--- config.mk ---
export PLATFORM = sky130hd
export DESIGN_NAME = fwd_hazard_ctrl_flat
export DESIGN_NICKNAME = d
export VERILOG_FILES = /design/src/rtl/fwd_hazard_ctrl_pkg.sv /design/src/rtl/fwd_hazard_ctrl_if.sv /design/src/rtl/fwd_hazard_ctrl_fwd_match.sv /design/src/rtl/fwd_hazard_ctrl.sv /design/src/flat_wrapper.sv
export SDC_FILE = /design/constraint.sdc
export NUM_CORES = 1
export LEC_CHECK = 0
export ABC_AREA = 1
export ABC_CLOCK_PERIOD_IN_PS = 2100
export BUFFER_PORTS_ARGS = -buffer_cell sky130_fd_sc_hd__buf_2
export CORE_MARGIN = 2
export CORE_UTILIZATION = 53
export CTS_CLUSTER_DIAMETER = 30
export CTS_CLUSTER_SIZE = 12
export DETAILED_ROUTE_END_ITERATION = 10
export GPL_ROUTABILITY_DRIVEN = 0
export GPL_TIMING_DRIVEN = 0
export PLACE_DENSITY = 0.82
export SLEW_MARGIN = 5
export SYNTH_ARGS = -nofsm -noshare
export SYNTH_HDL_FRONTEND = slang
export SYNTH_SLANG_ARGS = --single-unit
--- constraint.sdc ---
create_clock -name clk -period 2.1 [get_ports clk]
set_input_delay 0.42 -clock clk [delete_from_list [all_inputs] [get_ports clk]]
set_output_delay 0.42 -clock clk [all_outputs]
set_load 0.01 [all_outputs]
--- src/rtl/fwd_hazard_ctrl_pkg.sv ---
// rtl/fwd_hazard_ctrl_pkg.sv - shared encodings, widths and stage record for the forwarding/hazard control
package fwd_hazard_ctrl_pkg;

  localparam int REG_W  = 16;
  localparam int ADDR_W = 5;

  localparam logic [1:0] SEL_RF = 2'b00;
  localparam logic [1:0] SEL_EX = 2'b01;
  localparam logic [1:0] SEL_DM = 2'b10;
  localparam logic [1:0] SEL_WB = 2'b11;

  typedef struct packed {
    logic              valid;
    logic              wr;
    logic [ADDR_W-1:0] dst;
  } stage_t;

  function automatic logic stage_hit(input stage_t s, input logic [ADDR_W-1:0] r);
    return s.valid && s.wr && (s.dst == r);
  endfunction

endpackage

--- src/rtl/fwd_hazard_ctrl_if.sv ---
// rtl/fwd_hazard_ctrl_if.sv - decode-side request and forwarding/stall response bundle
interface fwd_hazard_ctrl_if;
  import fwd_hazard_ctrl_pkg::*;

  logic              id_valid;
  logic [ADDR_W-1:0] RA;
  logic [ADDR_W-1:0] RB;
  logic              use_A;
  logic              use_B;
  logic [ADDR_W-1:0] RW_id;
  logic              wr_id;
  logic              ld_id;
  logic              flush;
  logic [1:0]        mux_sel_A;
  logic [1:0]        mux_sel_B;
  logic              stall;
  logic [ADDR_W-1:0] RW_dm;
  logic              wr_dm;
  logic [REG_W-1:0]  stall_cnt;

  modport master (
    output id_valid, RA, RB, use_A, use_B, RW_id, wr_id, ld_id, flush,
    input  mux_sel_A, mux_sel_B, stall, RW_dm, wr_dm, stall_cnt
  );

  modport slave (
    input  id_valid, RA, RB, use_A, use_B, RW_id, wr_id, ld_id, flush,
    output mux_sel_A, mux_sel_B, stall, RW_dm, wr_dm, stall_cnt
  );

endinterface

--- src/rtl/fwd_hazard_ctrl_fwd_match.sv ---
// rtl/fwd_hazard_ctrl_fwd_match.sv - per-operand youngest-first forwarding comparator
module fwd_match
  import fwd_hazard_ctrl_pkg::*;
(
  input  logic              en,
  input  logic [ADDR_W-1:0] src,
  input  stage_t            ex,
  input  stage_t            dm,
  input  stage_t            wb,
  output logic [1:0]        sel,
  output logic              ex_hit
);

  always_comb begin
    sel    = SEL_RF;
    ex_hit = en && stage_hit(ex, src);
    if (ex_hit)
      sel = SEL_EX;
    else if (en && stage_hit(dm, src))
      sel = SEL_DM;
    else if (en && stage_hit(wb, src))
      sel = SEL_WB;
  end

endmodule

--- src/rtl/fwd_hazard_ctrl.sv ---
// rtl/fwd_hazard_ctrl.sv - EX/DM/WB destination tracking, operand forwarding selects and load-use stall
module fwd_hazard_ctrl
  import fwd_hazard_ctrl_pkg::*;
(
  input  logic               clk,
  input  logic               rst,
  fwd_hazard_ctrl_if.slave   bus
);

  stage_t           ex_q, dm_q, wb_q;
  logic             ex_ld_q;
  logic             ex_hit_a, ex_hit_b;
  logic             stall;
  logic [REG_W-1:0] cnt_q;

  fwd_match u_match_a (
    .en     (bus.id_valid & bus.use_A),
    .src    (bus.RA),
    .ex     (ex_q),
    .dm     (dm_q),
    .wb     (wb_q),
    .sel    (bus.mux_sel_A),
    .ex_hit (ex_hit_a)
  );

  fwd_match u_match_b (
    .en     (bus.id_valid & bus.use_B),
    .src    (bus.RB),
    .ex     (ex_q),
    .dm     (dm_q),
    .wb     (wb_q),
    .sel    (bus.mux_sel_B),
    .ex_hit (ex_hit_b)
  );

  // A load in EX has no result yet; a flushed consumer never needs to wait for it.
  assign stall = bus.id_valid & ex_ld_q & (ex_hit_a | ex_hit_b) & ~bus.flush;

  always_ff @(posedge clk) begin
    if (rst) begin
      ex_q    <= '0;
      dm_q    <= '0;
      wb_q    <= '0;
      ex_ld_q <= 1'b0;
      cnt_q   <= '0;
    end else begin
      dm_q <= ex_q;
      wb_q <= dm_q;
      if (!stall && !bus.flush) begin
        ex_q    <= '{valid: bus.id_valid, wr: bus.wr_id, dst: bus.RW_id};
        ex_ld_q <= bus.id_valid & bus.ld_id;
      end else begin
        ex_q    <= '0;
        ex_ld_q <= 1'b0;
      end
      if (stall && (cnt_q != {REG_W{1'b1}}))
        cnt_q <= cnt_q + 1'b1;
    end
  end

  assign bus.stall     = stall;
  assign bus.RW_dm     = dm_q.dst;
  assign bus.wr_dm     = dm_q.valid & dm_q.wr;
  assign bus.stall_cnt = cnt_q;

endmodule

--- src/flat_wrapper.sv ---
// flat-port wrapper written by rule: the top's interface ports become plain ports
module fwd_hazard_ctrl_flat import fwd_hazard_ctrl_pkg::*;
  (clk, rst, bus_id_valid, bus_RA, bus_RB, bus_use_A, bus_use_B, bus_RW_id, bus_wr_id, bus_ld_id, bus_flush, bus_mux_sel_A, bus_mux_sel_B, bus_stall, bus_RW_dm, bus_wr_dm, bus_stall_cnt);
  fwd_hazard_ctrl_if bus_i ();
  input  logic clk;
  input  logic rst;
  input wire logic [$bits(bus_i.id_valid)-1:0] bus_id_valid;
  input wire logic [$bits(bus_i.RA)-1:0] bus_RA;
  input wire logic [$bits(bus_i.RB)-1:0] bus_RB;
  input wire logic [$bits(bus_i.use_A)-1:0] bus_use_A;
  input wire logic [$bits(bus_i.use_B)-1:0] bus_use_B;
  input wire logic [$bits(bus_i.RW_id)-1:0] bus_RW_id;
  input wire logic [$bits(bus_i.wr_id)-1:0] bus_wr_id;
  input wire logic [$bits(bus_i.ld_id)-1:0] bus_ld_id;
  input wire logic [$bits(bus_i.flush)-1:0] bus_flush;
  output wire logic [$bits(bus_i.mux_sel_A)-1:0] bus_mux_sel_A;
  output wire logic [$bits(bus_i.mux_sel_B)-1:0] bus_mux_sel_B;
  output wire logic [$bits(bus_i.stall)-1:0] bus_stall;
  output wire logic [$bits(bus_i.RW_dm)-1:0] bus_RW_dm;
  output wire logic [$bits(bus_i.wr_dm)-1:0] bus_wr_dm;
  output wire logic [$bits(bus_i.stall_cnt)-1:0] bus_stall_cnt;
  assign bus_i.id_valid = bus_id_valid;
  assign bus_i.RA = bus_RA;
  assign bus_i.RB = bus_RB;
  assign bus_i.use_A = bus_use_A;
  assign bus_i.use_B = bus_use_B;
  assign bus_i.RW_id = bus_RW_id;
  assign bus_i.wr_id = bus_wr_id;
  assign bus_i.ld_id = bus_ld_id;
  assign bus_i.flush = bus_flush;
  assign bus_mux_sel_A = bus_i.mux_sel_A;
  assign bus_mux_sel_B = bus_i.mux_sel_B;
  assign bus_stall = bus_i.stall;
  assign bus_RW_dm = bus_i.RW_dm;
  assign bus_wr_dm = bus_i.wr_dm;
  assign bus_stall_cnt = bus_i.stall_cnt;
  fwd_hazard_ctrl u_core (.clk(clk), .rst(rst), .bus(bus_i));
endmodule
==> run summary, run 1 <==
Overall power: 1.65 mW
Synthesized area per cell: 6.46 um2
Run status: complete, no violations
Clock root cell: clkbuf_8
TritonCTS Buffers: 5
Ant. Diodes: 0
IO Count: 50
Core area: 0.00394 mm2
WP buf/inv: 2
PwrDens: 629 mW/mm2
Clk_skew: 0.00865 ns
Crit. End Element: output pin
Vias in the first global route: 1901
Fmax: 494 MHz
DRT iter0 DRCs: 158
Share of layout cells above drive strength 1: 0.244
Cell area after synthesis: 0.00213 mm2
Initial Util: 0.539
H-Tree Level Count: 2
Final setup viols: 0
CP max FO: 5
Pin count of the biggest net entering global routing: 13
Row cnt: 23
CP arrival: 1.60 ns
Grt ovf: 0
Post-layout nets: 413
Most used cell, CP: nand2_1
Setup ws final: 0.0767 ns
Crit path largest cell delay: 0.35 ns
Worst-Skew Late Latency: 0.30 ns
Fin area: 0.00262 mm2
Slowest stage cell, crit path: dfxtp_1
P_leak: 1.32 nW
Sequential element share of the synthesized area: 0.358
Max-Cap Viols: 0
Die Ht: 67.3 um
Antenna-violating nets left: 0
Max_slew headroom: 0.673
Top cells by area, synth: dfxtp_1 36%, nand2_1 16%, nor2_1 12%
Placed wire-length estimate: 3740 um
Fin util: 0.664
FF+latch count, synth: 38
Syn Inst Count: 329
Clock buffer depth: 2
Worst slack at placement: 0.117 ns
Synthesized Nets: 353
Final Max Slew Viols: 0
Clock sink count: 38
Fin. Hold Viols: 0
Routed via count: 2158
Yosys top cell by area: dfxtp_1
First-pass GRT wire length: 8190 um
Ys async rst share: 0
DIE AREA: 0.00453 mm2
Period utilization: 0.963
Hold Crit Class: in2reg
Startpoint types: flop
Post-synth top flop: dfxtp_1
Post-synthesis cell type count: 32
Clock Pin Slew Worst Setup and Hold Paths: 0.08 ns
DRT Pass-1 Iters: 4
Die W: 67.3 um
Port Buf Inserts: 48
Final WL: 4980 um
Minimum clock period: 2.02 ns
WL per Instance: 11.3 um
Internal reg-to-reg setup slack: 0.35 ns
Peak supply drop: 0.445 mV
Layout area overhead: 23.1%
GRT Overall Usage: 0.239
Critical path's top delay family: simple AND/OR/NAND/NOR gates
CTS tree: yes
Antenna violations before repair: 0
DRC viols: 0
Worst path cell trace: inv_1, nand2_1, nand2_1, nor2_1, nand3_2, nand2_4, nand2_2, nor2_4, buf_2
Yosys warning count: 0
Synth top area share: 0.358
Via density: 4.90
Area after DPL: 0.00243 mm2
EDFF count, synth: 0
Slew @ Worst Pin: 0.491 ns
Crit path required time: 1.68 ns
Crit path kind: reg2out
-- cell families (layout without fill, tap and decap cells) --
group,Yosys count,after routing,synth area share
buffers and inverters,65,126,0.124
AND/OR/NAND/NOR,193,193,0.401
AO/OA/AOI/OAI,20,20,0.0624
flip-flops,38,38,0.358
XOR/XNOR,12,12,0.0494
adder cells (fa/ha/maj),1,1,0.00588
-- layout make-up --
class	count	area, um2
clock inverter	2	60.1
multi-input combinational	226	1100
tap	50	62.6
clock buffer	6	82.6
buffer	8	48.8
inverter	57	214
timing repair buffer	53	278
fill	336	1330
sequential	38	767
-- placed cells by master (no fill, tap or decap), types with 3 or more instances in the layout --
master,instances
nand2_1,89
nor2_1,65
inv_1,51
buf_2,48
dfxtp_1,33
buf_4,10
nand3_1,9
xor2_1,8
nor2_2,8
nand4_1,7
inv_2,6
clkbuf_8,6
dfxtp_2,5
o22ai_1,4
xnor2_1,4
a221oi_1,3
a211oi_1,3
clkbuf_1,3
a21oi_1,3
-- report_power, final --
part | internal [mW] | total [mW] | switching, mW | leakage (nW)
registers | 0.732 | 0.742 | 0.00906 | 0.310
clock network | 0.507 | 0.776 | 0.270 | 0.0714
logic | 0.0497 | 0.129 | 0.0796 | 0.942
-- repair_timing --
action                                  4_1_cts  5_1_grt
hold buffers                                  0        0
gates resized for setup                       0        6
buffers inserted                              0        5
hold endpoints to repair                      0        0
endpoints found under the setup margin        0        2
-- registers in the layout, indices dropped and copies added, names as in the netlist --
register              cells
u_core.bus.stall_cnt     16
u_core.ex_ld_q            1
u_core.ex_q               7
u_core.dm_q               2
u_core.bus.RW_dm          5
u_core.wb_q               7
-- metal layers --
| layer | part of all wire | up-vias | global-route usage |
|---|---|---|---|
| li1 | - | 1123 | - |
| met1 | 0.45 | 961 | 0.294 |
| met2 | 0.47 | 65 | 0.410 |
| met3 | 0.068 | 9 | 0.0617 |
| met4 | 0.014 | 0 | 0.0740 |
| met5 | 0 | - | 0 |
-- worst reg2reg max path: stages, from the launching register on --
cell     delay (ns)
dfxtp_1        0.35
ha_1           0.19
nand2_1        0.08
nor2_1         0.27
nand4_2        0.30
nand2_1        0.20
nor2_1         0.07
a21oi_1        0.14
nor2_1         0.05
-- per-stage QoR --
| step | cells | hold WS (ns) | setup TNS (ns) |
|---|---|---|---|
| after floorplan | 329 | 0.403 | 0 |
| after global placement | 427 | 0.405 | 0 |
| final | 440 | 0.325 | 0 |
| after detailed placement | 427 | 0.414 | 0 |
| after global routing | 440 | 0.320 | -0.0144 |
| after CTS | 435 | 0.331 | 0 |
-- cell usage after synthesis, types with 2 or more instances --
cell,number
inv_2,6
dfxtp_1,38
nand3_1,9
a221oi_1,3
a21boi_0,2
xnor2_1,4
xor2_1,8
nor3_1,2
inv_1,51
o21ai_0,2
nor2_1,66
a211oi_1,3
buf_4,5
a21oi_1,3
nand4_2,2
nand2_1,89
nand3_2,2
nand2_2,2
nand4_1,7
clkbuf_1,3
nor2_2,7
o22ai_1,4
o21ai_1,2
-- final timing paths --
check                                from                 endpoint  cells after the start
hold reg to reg            u_core.dm_q[5]           u_core.wb_q[5]                      2
setup reg to reg  u_core.bus.stall_cnt[0]  u_core.bus.stall_cnt[8]                      8
setup / recovery           u_core.ex_q[1]                bus_stall                      9
hold / removal               bus_RW_id[0]           u_core.ex_q[0]                      3
Note: power is estimated with default switching activity, not from simulation.
==> inputs of run 2 (changes only) <==
--- a/config.mk
+++ b/config.mk
@@ -15,7 +15,7 @@
 export DETAILED_ROUTE_END_ITERATION = 10
 export GPL_ROUTABILITY_DRIVEN = 0
 export GPL_TIMING_DRIVEN = 0
-export PLACE_DENSITY = 0.82
+export PLACE_DENSITY = 0.76
 export SLEW_MARGIN = 5
 export SYNTH_ARGS = -nofsm -noshare
 export SYNTH_HDL_FRONTEND = slang
==> run 2 against run 1 <==
  * Largest power group unchanged
  * Sequential power about the same
  * Largest cell class unchanged
  * Worst hold slack improved by 0.0017 ns
  * Setup slack gained 0.042 ns
  * Critical path type unchanged
==> run summary, run 2 (synthesized netlist as in run 1, its figures left out) <==
Die Ht: 67.3 um
Hold-critical path depth: 3
P_leak: 1.31 nW
Post-CTS Hold Buffers: 0
Max_slew headroom: 0.669
Clock buffer depth: 2
Hold Startpoint: bus_RW_id[4]
Final setup viols: 0
DRC viols: 0
CP arrival: 1.56 ns
Clock root cell: clkbuf_8
Hold worst-path end: u_core.ex_q[4]
IO Count: 50
Clk_skew: 0.00839 ns
Pin count of the biggest net entering global routing: 14
CP max FO: 5
Leading cell types in the layout, fill and taps excluded: 89 x nand2_1, 66 x nor2_1, 51 x inv_1, 48 x buf_2, 35 x dfxtp_1
Internal reg-to-reg setup slack: 0.34 ns
GRT Overall Usage: 0.239
DP Cell Count: 427
Peak supply drop: 0.333 mV
Hold Crit Class: in2reg
Hold Worst Slack: 0.327 ns
Vias in the first global route: 1850
Placed wire-length estimate: 3740 um
Overall power: 1.63 mW
Worst r2r path cells: 8
Row cnt: 23
R2r startpoint: u_core.bus.stall_cnt[0]
Post-layout nets: 411
Fmax: 505 MHz
DRT Pass-1 Iters: 4
Max-Cap Viols: 0
Port Buf Inserts: 48
H-Tree Level Count: 2
Clock Pin Slew Worst Setup and Hold Paths: 0.08 ns
Via density: 4.78
Metal2 WL: 2140 um
Crit. End Element: output pin
DRT iter0 DRCs: 96
RSZ-0062 raised after global routing: no
Crit path required time: 1.68 ns
Non-filler cells, final: 438
Initial Util: 0.539
Die W: 67.3 um
Minimum clock period: 1.98 ns
Max FFs per register: 16
Slew @ Worst Pin: 0.496 ns
WL per Instance: 11.0 um
Highest routed layer: met4
Clock sink count: 38
TritonCTS Buffers: 5
Antenna violations before repair: 0
Area after DPL: 0.00243 mm2
Period utilization: 0.944
Ant. Diodes: 0
Most common cell after layout, fill and taps aside: nand2_1
Startpoint types: flop
Routed wl met3: 244 um
Run status: complete, no violations
Antenna-violating nets left: 0
Crit path kind: reg2out
Layout area overhead: 22.0%
Share of layout cells above drive strength 1: 0.232
Final WL: 4810 um
Worst r2r dst: u_core.bus.stall_cnt[2]
Worst-Skew Late Latency: 0.30 ns
Setup TNS after final layout: 0 ns
CTS tree: yes
Grt ovf: 0
PwrDens: 627 mW/mm2
DIE AREA: 0.00453 mm2
Fin. Hold Viols: 0
Core area: 0.00394 mm2
Final Max Slew Viols: 0
Met1 WL: 2340 um
Routed via count: 2093
First-pass GRT wire length: 8170 um
Fin area: 0.00259 mm2
==> run 2: cell count changes in the layout (fill, tap and decap cells not counted) <==
cell / previous run / this run
nor2_1: 65 / 66
dfxtp_1: 33 / 35
clkinv_4: 0 / 1
nor2_2: 8 / 7
buf_4: 10 / 8
clkbuf_8: 6 / 5
dfxtp_2: 5 / 3
==> run 2: worst max-delay path: stages, from the launching register on <==
cell and delay [ns]:
dfxtp_1 0.41, o22ai_1 0.11, a221oi_1 0.30, nand2_1 0.13
a21boi_0 0.17, buf_2 0.15
==> run 2: report_power, final <==
part           switching [mW]  internal (mW)  leakage (nW)
Clock                   0.282          0.476        0.0683
Combinational          0.0774         0.0494         0.931
Sequential            0.00916          0.732         0.309
==> run 2: through the flow <==
step,utilization,worst slack [ns]
2_1_floorplan,-,0.465
3_3_place_gp,0.616,0.165
3_5_place_dp,0.616,0.163
4_1_cts,0.653,0.0543
5_1_grt,0.658,0.00342
6_report,0.658,0.118
==> run 2: cell type report <==
type                    instances  area, um2
plain buffers                   8       48.8
clock buffers                   5       68.8
fillers                       372       1350
multi-input cells             226       1100
clock inverters                 3       68.8
repair buffers                 51        263
well taps                      50       62.6
inverters                      57        214
flip-flops and latches         38        764
==> run 2: worst max path at each step <==
stage                              startpoint          endpoint  slack (ns)
final                     u_core.bus.RW_dm[1]  bus_mux_sel_B[1]        0.12
after global routing           u_core.ex_q[5]         bus_stall       0.003
after CTS                      u_core.ex_q[0]         bus_stall        0.05
after detailed placement         bus_id_valid         bus_stall        0.16
after global placement           bus_id_valid         bus_stall        0.17
after floorplan                     bus_use_B  bus_mux_sel_B[1]        0.47
==> run 2: routing by layer <==
metal	up-vias	track usage
met5	-	0
met4	0	0.0867
met3	8	0.0600
met2	57	0.385
met1	911	0.310
li1	1117	-
==> run 2: repair_timing <==
item,CTS,global route
buffers inserted,1,2
pin swaps,1,2
endpoints found under the hold margin,0,0
resized for setup,0,3
setup endpoints to repair,1,2
==> inputs of run 3 (changes only) <==
--- a/config.mk
+++ b/config.mk
@@ -5,18 +5,18 @@
 export SDC_FILE = /design/constraint.sdc
 export NUM_CORES = 1
 export LEC_CHECK = 0
-export ABC_AREA = 1
 export ABC_CLOCK_PERIOD_IN_PS = 2100
 export BUFFER_PORTS_ARGS = -buffer_cell sky130_fd_sc_hd__buf_2
 export CORE_MARGIN = 2
-export CORE_UTILIZATION = 53
+export CORE_UTILIZATION = 52
 export CTS_CLUSTER_DIAMETER = 30
 export CTS_CLUSTER_SIZE = 12
 export DETAILED_ROUTE_END_ITERATION = 10
 export GPL_ROUTABILITY_DRIVEN = 0
 export GPL_TIMING_DRIVEN = 0
-export PLACE_DENSITY = 0.76
+export PLACE_DENSITY = 0.75
 export SLEW_MARGIN = 5
 export SYNTH_ARGS = -nofsm -noshare
 export SYNTH_HDL_FRONTEND = slang
+export SYNTH_HIERARCHICAL = 1
 export SYNTH_SLANG_ARGS = --single-unit
==> run 3 against run 2 <==
  * The flow now finishes with violations (setup timing)
  * Sequential power about the same
  * Routed wire length is 7.2% lower
  * Sequential share of layout area rose by 0.73 points
  * Clock skew decreased by 0.0046 ns
  * Largest power group is now registers
  * Highest routed layer unchanged
==> run summary, run 3 <==
Run status: finished, violations left
Failing checks: setup timing
Minimum clock period: 2.10 ns
DIE AREA: 0.00429 mm2
Fill cell total of the finished layout: 309
Period utilization: 1.00
Port Buf Inserts: 49
Fin area: 0.00254 mm2
Slew @ Worst Pin: 0.612 ns
Antenna violations before repair: 0
Most common cell after layout, fill and taps aside: buf_2
Initial Util: 0.541
Post-synth top cells: 38 x dfxtp_1, 18 x xnor2_1, 16 x nor2b_1
Core area: 0.00363 mm2
Yosys warning count: 6
Final setup viols: 1
EDFF count, synth: 0
Worst-Skew Late Latency: 0.28 ns
Setup ws final: -0.000268 ns
Share of layout cells above drive strength 1: 0.395
Grt ovf: 0
Synthesized area per cell: 9.54 um2
IO Count: 50
P_leak: 1.09 nW
Clock root cell: clkbuf_8
Worst setup path start: u_core/ex_q[0]
Sequential cell area: 768 um2
Clk_skew: 0.00381 ns
Layout area overhead: 29.4%
Placed wire-length estimate: 3160 um
Final Max Slew Viols: 0
Clock sink count: 38
Syn Inst Count: 206
Top-count cell post-synth: dfxtp_1
H-Tree Level Count: 2
Hold Crit Class: in2reg
CP endpoint: bus_stall
Synthesized Nets: 230
First-pass GRT wire length: 7330 um
Worst r2r path cells: 8
DRT iter0 DRCs: 86
CTS tree: yes
TritonCTS Buffers: 5
Clock Pin Slew Worst Setup and Hold Paths: 0.07 ns
RSZ-0062 raised after global routing: yes
Crit. End Element: output pin
Hold Worst Slack: 0.332 ns
Ant. Diodes: 0
Ys async rst share: 0
Internal reg-to-reg setup slack: 0.02 ns
CP arrival: 1.68 ns
Pin count of the biggest net entering global routing: 12
Cell area after synthesis: 0.00196 mm2
DRT Pass-1 Iters: 4
Sequential element share of the synthesized area: 0.387
Max-Cap Viols: 0
Vias in the first global route: 1658
Hold-critical path depth: 2
Post-synth top flop: dfxtp_1
Row cnt: 22
R2r startpoint: u_core/ex_q[0]
Startpoint types: flop
Via density: 5.37
Die Ht: 65.5 um
Multi-input gate area: 0.00122 mm2
GRT Overall Usage: 0.221
Post-synthesis cell type count: 44
Fmax: 476 MHz
Area after DPL: 0.00228 mm2
Antenna-violating nets left: 0
Post-layout nets: 294
Crit path required time: 1.68 ns
Crit path kind: reg2out
Setup TNS after final layout: -0.000268 ns
Max FFs per register: 16
Synth top area share: 0.387
Yosys top cell by area: dfxtp_1
Peak supply drop: 0.440 mV
Top cells by area, synth: dfxtp_1 39%, xnor2_1 8.0%, xor2_1 5.4%
Die W: 65.5 um
CP max FO: 5
PwrDens: 542 mW/mm2
Routed via count: 1714
Clock buffer depth: 2
Fin. Hold Viols: 0
DRC viols: 0
Max_slew headroom: 0.592
WL per Instance: 14.0 um
Overall power: 1.38 mW
Leading cell types in the layout, fill and taps excluded: 48 x buf_2, 34 x dfxtp_1, 16 x nor2b_1, 14 x xnor2_1, 13 x buf_4
Final WL: 4470 um
Worst r2r dst: u_core/bus.stall_cnt[10]
FF+latch count, synth: 38
[run 3: cell count changes after synthesis, sizes merged, moves of 8 or more]
cell | previous run | this run
inv | 57 | 2
a21oi | 3 | 13
or4 | 0 | 8
nor2b | 0 | 16
nor2 | 74 | 3
o31ai | 0 | 8
xnor2 | 4 | 18
and2 | 0 | 10
nand2 | 92 | 4
[run 3: worst max-delay path, stage by stage (launching register included)]
cell and delay (ns):
dfxtp_4 0.37, xnor2_2 0.17, nand4_1 0.13, nor3_2 0.17, o211a_1 0.20, nand2b_1 0.09, buf_6 0.14, inv_4 0.05
buf_6 0.09
[run 3: cell families (layout without fill, tap and decap cells)]
family                     count (synthesis)  after routing  synth area share
AOI/OAI and AO/OA                         33             33             0.111
xor gates and xnor gates                  30             30             0.134
adders and majority gates                  1              1           0.00637
buffers and inverters                     13             78            0.0395
DFF                                       38             38             0.387
muxes                                      2              2            0.0115
and+or+nand+nor                           89             89             0.310
[run 3: report_power, final]
group,internal [mW],switching (mW)
Sequential,0.732,0.0124
Combinational,0.0601,0.0611
Clock,0.265,0.247
[run 3: worst min-delay path by stage]
stage	startpoint	to	slack [ns]
detailed placement	u_core/ex_q[6]	u_core/dm_q[6]	0.48
finish	bus_RW_id[4]	u_core/ex_q[4]	0.33
CTS	bus_RW_id[4]	u_core/ex_q[4]	0.33
global route	bus_RW_id[2]	u_core/ex_q[2]	0.34
floorplan	u_core/ex_q[5]	u_core/dm_q[5]	0.46
global placement	u_core/ex_q[5]	u_core/dm_q[5]	0.47
[run 3: repair_timing]
item,4_1_cts,5_1_grt
gates resized for setup,7,21
hold endpoints to repair,0,0
buffers inserted,4,4
pin swaps,6,21
endpoints found under the setup margin,4,24
hold buffers,0,0
[run 3: metal layers]
layer  vias to the layer above  track usage  wire length [um]  share of wire
met2                        33        0.351              2030           0.46
met5                         -            0                 0              0
met1                       810        0.296              2250           0.50
met4                         0       0.0677                17         0.0038
li1                        869            -                 -              -
met3                         2       0.0531               166          0.037
[run 3: through the flow]
| step | setup WS (ns) | utilization | cells |
|---|---|---|---|
| floorplan | 0.0249 | - | 206 |
| detailed placement | -0.368 | 0.626 | 303 |
| global route | -0.161 | 0.700 | 319 |
| CTS | -0.0869 | 0.665 | 315 |
| finish | -0.000268 | 0.700 | 319 |
| global placement | -0.353 | 0.626 | 303 |
[run 3: final cells by class]
class                           instances  share of cell area
Tap cell                               48              0.0236
Clock buffer                            7              0.0340
Clock inverter                          1             0.00197
Timing Repair Buffer                   57               0.125
Sequential cell                        38               0.302
Multi-Input combinational cell        155               0.479
Inverter                                2             0.00394
Buffer                                 11              0.0300
